--- config.mk ---
export PLATFORM = sky130hd
export DESIGN_NAME = shchk_scan_ctrl
export DESIGN_NICKNAME = d
export VERILOG_FILES = /design/src/rtl/shchk_scan_pkg.sv /design/src/rtl/shchk_scan_ctrl_win_find.sv /design/src/rtl/shchk_scan_ctrl.sv
export SDC_FILE = /design/constraint.sdc
export NUM_CORES = 1
export LEC_CHECK = 0
export ABC_AREA = 0
export BUFFER_PORTS_ARGS = -buffer_cell sky130_fd_sc_hd__buf_2
export CAP_MARGIN = 10
export CORE_ASPECT_RATIO = 1.25
export CORE_MARGIN = 1.5
export CORE_UTILIZATION = 55
export CTS_BUF_LIST = sky130_fd_sc_hd__clkbuf_8
export CTS_CLUSTER_SIZE = 10
export DETAILED_ROUTE_END_ITERATION = 16
export PLACE_DENSITY = 0.76
export SYNTH_ARGS = -nofsm -noshare
export SYNTH_HDL_FRONTEND = slang
export SYNTH_SLANG_ARGS = --single-unit
--- constraint.sdc ---
create_clock -name clk -period 2.05 [get_ports clk]
set_input_delay 0.615 -clock clk [delete_from_list [all_inputs] [get_ports clk]]
set_output_delay 0.615 -clock clk [all_outputs]
set_load 0.01 [all_outputs]
--- src/rtl/shchk_scan_pkg.sv ---
// Shared types and default sizing for the delay-tap scan controller.
// Optional error statistics are enabled with SHCHK_SCAN_ERRSTAT_EN.
package shchk_scan_pkg;

  localparam int NTAPS_DEF   = 8;
  localparam int SAMPLES_DEF = 16;
  localparam int SETTLE_DEF  = 4;
  localparam int LAT_DEF     = 1;

  localparam int TAPW = $clog2(NTAPS_DEF);
  localparam int CNTW = $clog2(SAMPLES_DEF + 1);

  typedef enum logic [2:0] {
    S_IDLE,
    S_SETTLE,
    S_RUN,
    S_DRAIN,
    S_EVAL,
    S_DONE
  } scan_state_e;

endpackage

--- src/rtl/shchk_scan_ctrl_win_find.sv ---
// Combinational passing-window finder: lowest/highest passing tap, any-pass
// flag, and whether every tap between them passed.
module shchk_win_find
  import shchk_scan_pkg::*;
#(
  parameter int NTAPS = NTAPS_DEF,
  localparam int TW = $clog2(NTAPS)
) (
  input  logic [NTAPS-1:0] pass_map,
  output logic [TW-1:0]    lo,
  output logic [TW-1:0]    hi,
  output logic             valid,
  output logic             contig
);

  always_comb begin
    lo     = '0;
    hi     = '0;
    valid  = |pass_map;
    contig = |pass_map;
    // Descending scan leaves the lowest set bit in lo.
    for (int t = NTAPS - 1; t >= 0; t--) begin
      if (pass_map[t]) lo = TW'(t);
    end
    for (int t = 0; t < NTAPS; t++) begin
      if (pass_map[t]) hi = TW'(t);
    end
    for (int t = 0; t < NTAPS; t++) begin
      if (TW'(t) >= lo && TW'(t) <= hi && !pass_map[t]) contig = 1'b0;
    end
  end

endmodule

--- src/rtl/shchk_scan_ctrl.sv ---
// Delay-tap sweep controller: per tap settle, launch a toggling pattern,
// compare the captured bit and record pass/fail. SHCHK_SCAN_ERRSTAT_EN adds
// worst-tap error statistics.
module shchk_scan_ctrl
  import shchk_scan_pkg::*;
#(
  parameter int NTAPS   = NTAPS_DEF,
  parameter int SAMPLES = SAMPLES_DEF,
  parameter int SETTLE  = SETTLE_DEF,
  parameter int LAT     = LAT_DEF,
  localparam int TW = $clog2(NTAPS),
  localparam int CW = $clog2(SAMPLES + 1)
) (
  input  logic             clk,
  input  logic             rst,
  input  logic             start,
  input  logic             abort,
  input  logic             q_obs,
  output logic [TW-1:0]    tap_sel,
  output logic             d_launch,
  output logic             busy,
  output logic             done,
  output logic [NTAPS-1:0] pass_map,
  output logic             win_valid,
  output logic [TW-1:0]    win_lo,
  output logic [TW-1:0]    win_hi,
  output logic             win_contig,
`ifdef SHCHK_SCAN_ERRSTAT_EN
  output logic [CW-1:0]    err_max,
  output logic [TW-1:0]    err_max_tap,
  output logic             err_max_valid,
`endif
  output scan_state_e      state
);

  localparam logic [TW-1:0] TAP_LAST    = TW'(NTAPS - 1);
  localparam logic [15:0]   SETTLE_LAST = 16'(SETTLE - 1);
  localparam logic [15:0]   RUN_LAST    = 16'(SAMPLES - 1);
  localparam logic [15:0]   DRAIN_LAST  = 16'(LAT - 1);

  scan_state_e      next_state;
  logic [15:0]      ph_cnt;
  logic             phase_end;
  logic [LAT-1:0]   pipe_val;
  logic [LAT-1:0]   pipe_vld;
  logic             cmp_en;
  logic             mismatch;
  logic [CW-1:0]    err_cnt;
  logic [TW-1:0]    wf_lo;
  logic [TW-1:0]    wf_hi;
  logic             wf_valid;
  logic             wf_contig;
  logic             start_ok;

  assign start_ok = (state == S_IDLE) && start;

  always_ff @(posedge clk) begin
    if (rst) state <= S_IDLE;
    else     state <= next_state;
  end

  always_comb begin
    phase_end = 1'b0;
    case (state)
      S_SETTLE: phase_end = (ph_cnt == SETTLE_LAST);
      S_RUN:    phase_end = (ph_cnt == RUN_LAST);
      S_DRAIN:  phase_end = (ph_cnt == DRAIN_LAST);
      default:  phase_end = 1'b0;
    endcase
  end

  // abort is only honoured in the busy states; start only in IDLE.
  always_comb begin
    next_state = state;
    case (state)
      S_IDLE:   if (start) next_state = S_SETTLE;
      S_SETTLE: if (abort) next_state = S_IDLE; else if (phase_end) next_state = S_RUN;
      S_RUN:    if (abort) next_state = S_IDLE; else if (phase_end) next_state = S_DRAIN;
      S_DRAIN:  if (abort) next_state = S_IDLE; else if (phase_end) next_state = S_EVAL;
      S_EVAL:   if (abort) next_state = S_IDLE;
                else if (tap_sel == TAP_LAST) next_state = S_DONE;
                else next_state = S_SETTLE;
      S_DONE:   next_state = S_IDLE;
      default:  next_state = S_IDLE;
    endcase
  end

  always_comb begin
    busy = 1'b0;
    done = 1'b0;
    case (state)
      S_SETTLE, S_RUN, S_DRAIN, S_EVAL: busy = 1'b1;
      S_DONE:  done = 1'b1;
      default: ;
    endcase
  end

  always_ff @(posedge clk) begin
    if (rst || next_state != state) ph_cnt <= '0;
    else if (state != S_IDLE)       ph_cnt <= ph_cnt + 16'd1;
  end

  always_ff @(posedge clk) begin
    if (rst) d_launch <= 1'b0;
    else begin
      case (next_state)
        S_RUN:          d_launch <= (state == S_RUN) ? ~d_launch : 1'b1;
        S_DRAIN, S_EVAL: d_launch <= d_launch;
        default:        d_launch <= 1'b0;
      endcase
    end
  end

  // Expectation pipe: launched bit emerges LAT cycles later, aligned with q_obs.
  always_ff @(posedge clk) begin
    if (rst) begin
      pipe_val <= '0;
      pipe_vld <= '0;
    end else begin
      pipe_val[0] <= d_launch;
      pipe_vld[0] <= (state == S_RUN);
      for (int i = 1; i < LAT; i++) begin
        pipe_val[i] <= pipe_val[i-1];
        pipe_vld[i] <= pipe_vld[i-1];
      end
      if (state == S_SETTLE || start_ok) pipe_vld <= '0;
    end
  end

  assign cmp_en   = (state == S_RUN || state == S_DRAIN) && pipe_vld[LAT-1];
  assign mismatch = cmp_en && (q_obs != pipe_val[LAT-1]);

  always_ff @(posedge clk) begin
    if (rst || start_ok || state == S_EVAL) err_cnt <= '0;
    else if (mismatch && !(&err_cnt))       err_cnt <= err_cnt + 1'b1;
  end

  shchk_win_find #(.NTAPS(NTAPS)) u_win_find (
    .pass_map (pass_map),
    .lo       (wf_lo),
    .hi       (wf_hi),
    .valid    (wf_valid),
    .contig   (wf_contig)
  );

  always_ff @(posedge clk) begin
    if (rst || start_ok) begin
      tap_sel    <= '0;
      pass_map   <= '0;
      win_valid  <= 1'b0;
      win_lo     <= '0;
      win_hi     <= '0;
      win_contig <= 1'b0;
    end else if (state == S_EVAL && !abort) begin
      pass_map[tap_sel] <= (err_cnt == '0);
      if (tap_sel != TAP_LAST) tap_sel <= tap_sel + 1'b1;
    end else if (state == S_DONE) begin
      win_valid  <= wf_valid;
      win_lo     <= wf_lo;
      win_hi     <= wf_hi;
      win_contig <= wf_contig;
    end
  end

`ifdef SHCHK_SCAN_ERRSTAT_EN
  // Strictly-greater update keeps the lowest tap on ties, as taps ascend.
  always_ff @(posedge clk) begin
    if (rst || start_ok) begin
      err_max       <= '0;
      err_max_tap   <= '0;
      err_max_valid <= 1'b0;
    end else if (state == S_EVAL && !abort) begin
      if (!err_max_valid || err_cnt > err_max) begin
        err_max     <= err_cnt;
        err_max_tap <= tap_sel;
      end
      err_max_valid <= 1'b1;
    end
  end
`endif

endmodule
==> results by group, run 1 <==
Run status
  – Outcome: finished clean

Floorplan
  – Die X: about 64 um
  – Starting density of the core: just under 60%
  – Ports: 30
  – Row count: 27
  – Chip height: 79.2 um
  – Total core area: 0.00443 sq mm
  – Die area: around 0.005 sq mm

Logic synthesis
  – Count leader, synth: dfxtp_1
  – Post-Synthesis Cell Area: 0.00255 sq mm
  – Mux share of post-synthesis cell area: under 10%
  – Ys Warns: 0
  – Largest family of logic cells by synthesized area: simple AND/OR/NAND/NOR gates
  – Post-Syn Nets: 300
  – Top post-synthesis cells by count: dfxtp_1 (46), nor2_1 (38), nand2_1 (15)
  – Top post-synthesis cells by area: dfxtp_1 (36%), nor2_1 (5.6%), mux2i_1 (4.3%)
  – Synth Area in XOR/XNOR: just under 6%
  – Synth Area in Compound Gates: around 14%
  – Synth Register Bits: between 40 and 50
  – Post-Syn Area per Cell: ~9 sq um
  – Post-synth top flop: dfxtp_1
  – Yosys cell types: 56
  – Post-Synth Adder-Cell Area: around 3.4%
  – Register area share after synthesis: roughly 36%
  – Dominant cell type by area after synthesis: dfxtp_1
  – Async S/R FF share, synth: 0%
  – Area share of the largest cell type after synthesis: between 30% and 40%
  – Post-synth EDFFs: 0
  – Cells after synthesis: about 290
  – Synth Area in Simple Gates: a little under a third

Worst setup path
  – Crit path from: state[1]
  – CP endpoint kind: primary output
  – CP arrival: roughly 1.3 ns
  – Crit path required time: approximately 1.4 ns
  – Worst path bufs/invs: 2
  – CP Cell Sequence: buf_4 -> nor2_1 -> xnor2_1 -> buf_2
  – Crit-path slowest cell: dfxtp_2
  – CP Launch Type: flip-flop
  – R2R Path Start: ph_cnt[0]
  – Worst Path Max Fanout: 11
  – CP top delay family: flip-flops
  – Type of the worst setup path: reg -> out
  – Critical Path Max Stage Delay: just under 0.4 ns

Route
  – Vias: ~2,200
  – Wirelength, routed: between 5000 and 6000 um
  – Avg Vias per Cell: approximately 5.7
  – DR pass1 iterations: 4
  – Residual DRC: 0
  – Detail Route Antenna Nets: 0
  – Drt initial violations: 79
  – WL/cell: roughly 14 um

Timing
  – Final hold slack: around 0.45 ns
  – Tcrit/Tclk final: between 90% and 100%
  – Worst Tran Pin Value: 0.537 ns
  – Slew margin rel.: a little under two thirds
  – Final setup viols: 0
  – Sum Neg Setup Slack: 0 ns
  – Final WS setup: between 0.1 and 0.15 ns
  – Final Hold Vio Count: 0
  – Clock Skews: about 0.0025 ns
  – RSZ-0062 raised after global routing: false
  – Max Transition Viols Final: 0
  – Fmax: roughly 520 MHz
  – Final critical-path required period: ~1.9 ns

Placed design
  – Global placement routability congestion: 0.835
  – Dpl ws: 0.00851 ns
  – DPL Wire Length: roughly 3900 um
  – Port bufs: 29

Clock tree
  – Clock Pin Slew Worst Setup and Hold Paths: approximately 0.08 ns
  – CTS tree: built
  – Worst skew pair latency: ~0.29 ns
  – H-tree Lvls: 2
  – CTS root buffer: clkbuf_8
  – CTS max path bufs: 2
  – Total clock sinks: 46
  – Total CTS buffers: 5

Power
  – P_int: approximately 1.3 mW
  – Pwr dens: 602 mW/mm^2
  – Switching power: about 0.46 mW
  – Clock share of power: about 30%
  – Switching Share: 26.8%
  – P_leak: between 1 and 1.5 nW
  – Share of total power in combinational logic: between 10% and 20%
  – Tot Pwr: 1.73 mW
  – Sequential share of power: between 50% and 60%
  – VDD IR-drop max: 0.401 mV

Job
  – Max_cap viols: 0

Hold path
  – Hold_sp: win_lo[2]
  – HP Class: reg -> reg

Global routing
  – Vias in the first global route: a little over 2,000
  – Total track usage: a little under a quarter
  – Initial antenna violation count: 0
  – Largest net degree at the start of global routing: 17
  – First-pass GRT wire length: between 9000 and 10,000 um
  – Gr ovfl total: 0

Layout
  – N_diodes: 0
  – FF/Latch Area: 923 sq um
  – # nets final: 333
  – Synth-to-layout area growth: 12.7%
  – Fill count: 398
  – Footprint of the multi-input gates: roughly 0.0015 sq mm
  – Share of cells above drive strength 1: between 20% and 30%
## per-layer routing
metal  routed length [um]  global-route usage, %  share of wire [%]
met5                    0                      0                  0
met4                   59                   8.91                1.1
met3                  153                   4.53                2.9
met2                 2740                   39.7                 52
met1                 2300                   26.9                 44
## cells by family after synthesis
kind of cell               after synthesis
adders and majority gates                7
buffers and inverters                   31
xor gates and xnor gates                17
and+or+nand+nor                        127
AOI/OAI and AO/OA                       48
DFF                                     46
muxes                                   12
## power by group through the flow
stage,Combinational [mW],Sequential (mW),Clock (mW)
finish,0.280,0.939,0.514
global route,0.309,0.944,0.558
CTS,0.269,0.937,0.525
detailed placement,0.269,0.959,0
global placement,0.264,0.959,0
floorplan,0.179,0.948,0
## stage by stage
stage	std cells	instance area, sq um	utilization (%)
2_1_floorplan	288	2550	-
3_3_place_gp	371	2780	62.8
3_5_place_dp	371	2780	62.8
4_1_cts	378	2860	64.5
5_1_grt	379	2880	65.0
6_report	379	2880	65.0
## state kept, by name (all words and copies together), names as in the netlist, 3 cells and up
signal    count
ph_cnt       16
pass_map      8
err_cnt       5
state         3
tap_sel       3
win_hi        3
win_lo        3
## worst min-delay path, stage by stage (launching register included)
cell and delay (ns):
dfxtp_1 0.31, nand2_1 0.05, a21oi_1 0.05
## layout make-up
type                       instances  share of cell area (%)
multi-input combinational        211                    51.5
sequential                        46                    32.1
timing repair buffer              45                    9.66
tap                               58                    2.52
clock buffer                       5                    2.39
inverter                          12                    1.57
clock inverter                     2                   0.261
## placed cells by master (no fill, tap or decap), types with 4 or more instances in the layout
master and n:
dfxtp_1 44, nor2_1 38, buf_2 29, nand2_1 15, buf_4 15, inv_1 14, xor2_1 12, mux2i_1 11
nand3_1 11, a21oi_1 11, o21ai_0 10, nor3_1 8, or3_1 7, ha_1 7, nand4_1 6, xnor2_1 5
clkbuf_8 5, nor2b_1 4, or4_1 4, o31ai_1 4, a211oi_1 4
## repair_timing
action,4_1_cts,5_1_grt
buffers inserted,0,1
hold buffers,0,0
pin swaps,0,1
gates resized for setup,1,1
endpoints found under the setup margin,1,8
## worst paths after layout
| check | slack [ns] | endpoint | depth (start not counted) |
|---|---|---|---|
| worst max-delay path | 0.12 | busy | 4 |
| worst min-delay path | 0.45 | win_lo[2] | 2 |
| worst max register to register | 0.26 | ph_cnt[15] | 7 |
| worst min register to register | 0.45 | win_lo[2] | 2 |
Power figures use the tool's default switching activity.
==> run 2: changes to the inputs <==
--- a/config.mk
+++ b/config.mk
@@ -17,4 +17,5 @@
 export PLACE_DENSITY = 0.76
 export SYNTH_ARGS = -nofsm -noshare
 export SYNTH_HDL_FRONTEND = slang
+export SYNTH_HIERARCHICAL = 1
 export SYNTH_SLANG_ARGS = --single-unit
==> results by group, run 2 <==
Worst setup path
  – FF-to-FF setup slack: 0.24 ns (-0.02 ns)
  – Crit path required time: 1.43 ns (about the same)
  – R2r endpoint: pass_map[3]
  – CP Launch Type: flip-flop
  – Crit path from: state[1]
  – CP arrival: 1.31 ns (about the same)
  – FF-to-FF path depth: 7 (unchanged)
  – Type of the worst setup path: reg -> out
  – R2R Path Start: state[1]
  – CP endpoint kind: primary output
  – Worst Path Max Fanout: 9 (-2)

Power
  – Pwr dens: 545 mW/mm^2 (-9.5%)
  – VDD IR-drop max: 0.385 mV (-3.9%)
  – P_leak: 1.20 nW (+3.5%)

Layout
  – Top Registers: ph_cnt: 16 flops, pass_map: 8 flops, err_cnt: 5 flops
  – Commonest cells after routing, fill and taps aside: nor2_1 (52), dfxtp_1 (44), buf_2 (29)
  – # nets final: 334 (+0.30%)
  – Finished Cell Area: 0.00284 sq mm (-1.2%)
  – Max FFs per register: 16 (unchanged)
  – N_diodes: 0 (unchanged)
  – Most flop-heavy register: ph_cnt
  – Synth-to-layout area growth: 15.6%
  – Share of cells above drive strength 1: 22.3% (+1.1 points)
  – Commonest non-fill, non-tap cell in the layout: nor2_1

Clock tree
  – Post-CTS Resized: 0 (-1)
  – Worst skew pair latency: 0.30 ns (about the same)
  – # hold bufs at CTS: 0 (unchanged)
  – Total clock sinks: 46 (unchanged)
  – H-tree Lvls: 2 (unchanged)
  – Total CTS buffers: 5 (unchanged)
  – CTS tree: built
  – CTS root buffer: clkbuf_8
  – Postcts setup bufs: 0 (unchanged)
  – Clock Pin Slew Worst Setup and Hold Paths: 0.08 ns (about the same)
  – CTS max path bufs: 2 (unchanged)

Placed design
  – Area of placed instances: 0.00274 sq mm (-1.4%)
  – Dpl ws: 0.208 ns (+0.200 ns)
  – Global placement routability congestion: 0.870 (+4.1%)
  – Port bufs: 29 (unchanged)
  – DPL Wire Length: 3640 um (-6.1%)

Logic synthesis
  – Post-Synthesis Cell Area: 0.00246 sq mm (-3.7%)
  – Post-Syn Nets: 294 (-2.0%)
  – Ys Warns: 6 (+6)
  – Synth Register Bits: 46 (unchanged)
  – Dominant cell type by area after synthesis: dfxtp_1
  – Cells after synthesis: 282 (-2.1%)
  – Count leader, synth: nor2_1
  – Register area share after synthesis: 37.5% (+1.4 points)
  – Post-synth top flop: dfxtp_1
  – Top post-synthesis cells by area: dfxtp_1 (37%), mux2i_1 (8.1%), nor2_1 (7.9%)
  – Post-synth EDFFs: 0 (unchanged)
  – Post-Syn Area per Cell: 8.71 sq um (-1.7%)
  – Async S/R FF share, synth: 0% (unchanged)
  – Area share of the largest cell type after synthesis: 37.5% (+1.4 points)
  – Top post-synthesis cells by count: nor2_1 (52), dfxtp_1 (46), mux2i_1 (20)
  – Yosys cell types: 55 (-1.8%)

Timing
  – Final setup viols: 0 (unchanged)
  – Worst Tran Pin Value: 0.480 ns (-0.0567 ns)
  – Clock Skews: 0.00726 ns (+0.00477 ns)
  – Max Transition Viols Final: 0 (unchanged)
  – RSZ-0062 raised after global routing: false
  – Tcrit/Tclk final: 93.9% (-0.39 points)
  – Final Hold Vio Count: 0 (unchanged)
  – Slew margin rel.: 67.7% (+3.8 points)
  – Sum Neg Setup Slack: 0 ns (unchanged)
  – Fmax: 519 MHz (+0.41%)
  – Final critical-path required period: 1.93 ns (-0.00795 ns)
  – Final WS setup: 0.125 ns (+0.00795 ns)

Global routing
  – Vias in the first global route: 2,006 (-2.0%)
  – Largest net degree at the start of global routing: 20 (+3)
  – First-pass GRT wire length: 8900 um (-2.9%)
  – Gr ovfl total: 0 (unchanged)
  – Total track usage: 22.4% (-0.30 points)
  – Initial antenna violation count: 0 (unchanged)

Floorplan
  – Chip height: 77.7 um (-1.8%)
  – Starting density of the core: 56.4% (-1.3 points)
  – Ports: 30 (unchanged)
  – Die area: 0.00488 sq mm (-3.6%)
  – Total core area: 0.00436 sq mm (-1.5%)
  – Die X: 62.8 um (-1.8%)
  – Row count: 27 (unchanged)

Hold path
  – Hold EP: win_hi[2]
  – Hold_sp: win_hi[2]
  – Hold Crit Depth: 2 (unchanged)
  – HP Class: reg -> reg

Route
  – WL/cell: 13.0 um (-6.1%)
  – Drt initial violations: 157 (+99%)
  – Residual DRC: 0 (unchanged)
  – Vias: 2,102 (-3.1%)
  – Detail Route Antenna Nets: 0 (unchanged)
  – DR pass1 iterations: 4 (unchanged)
  – Avg Vias per Cell: 5.52 (-3.6%)
  – Wirelength, routed: 4960 um (-5.6%)

Job
  – Max_cap viols: 0 (unchanged)

Run status
  – Outcome: finished clean
## run 2: cell count changes after synthesis, sizes merged, moves of 5 or more
cell and delta:
clkbuf -5, mux2i +9, nor2 +13, buf -5, or4 -5
## run 2: per-stage QoR
step	cells	hold WS (ns)	power, mW	utilization (%)
after global routing	381	0.533	1.61	65.2
after global placement	373	0.473	1.00	62.8
after floorplan	282	0.467	0.972	-
final	381	0.496	1.55	65.2
after CTS	381	0.505	1.57	64.9
after detailed placement	373	0.483	1.00	62.8
## run 2: per-layer routing
| layer | wire length, um | part of all wire (%) | GRT usage [%] | up-vias |
|---|---|---|---|---|
| met5 | 0 | 0 | 0 | - |
| met4 | 82 | 1.7 | 7.56 | 0 |
| met3 | 204 | 4.1 | 4.64 | 10 |
| met2 | 2520 | 51 | 39.7 | 55 |
| met1 | 2150 | 43 | 26.8 | 980 |
| li1 | - | - | - | 1057 |
## run 2: worst max path at each step
stage,endpoint
global route,busy
floorplan,done
detailed placement,pass_map[2]
CTS,busy
finish,busy
global placement,pass_map[3]
## run 2: where the power goes
group | internal, mW | switching [mW]
combinational | 0.0320 | 0.0512
clock | 0.267 | 0.300
sequential | 0.895 | 0.00238
total | 1.19 | 0.354
## run 2: cell families after synthesis
group,Yosys count,share of synthesized area (%)
simple gates,132,29.6
flops,46,37.5
compound gates,35,10.1
buf+inv,22,3.92
xor+xnor,20,7.13
mux,20,8.15
fa+ha+maj,7,3.56
## run 2: worst max-delay path, stage by stage (launching register included)
cell and delay, ns:
dfxtp_2 0.37, buf_4 0.17, nor2_1 0.19, xnor2_1 0.14
buf_2 0.14
## run 2: layout make-up
| cell class | instances | area [sq um] |
|---|---|---|
| repair buffers | 42 | 255 |
| clock inverters | 2 | 8.76 |
| flip-flops and latches | 46 | 923 |
| inverters | 13 | 48.8 |
| well taps | 58 | 72.6 |
| multi-input cells | 214 | 1450 |
| fillers | 379 | 1520 |
| clock buffers | 6 | 82.6 |
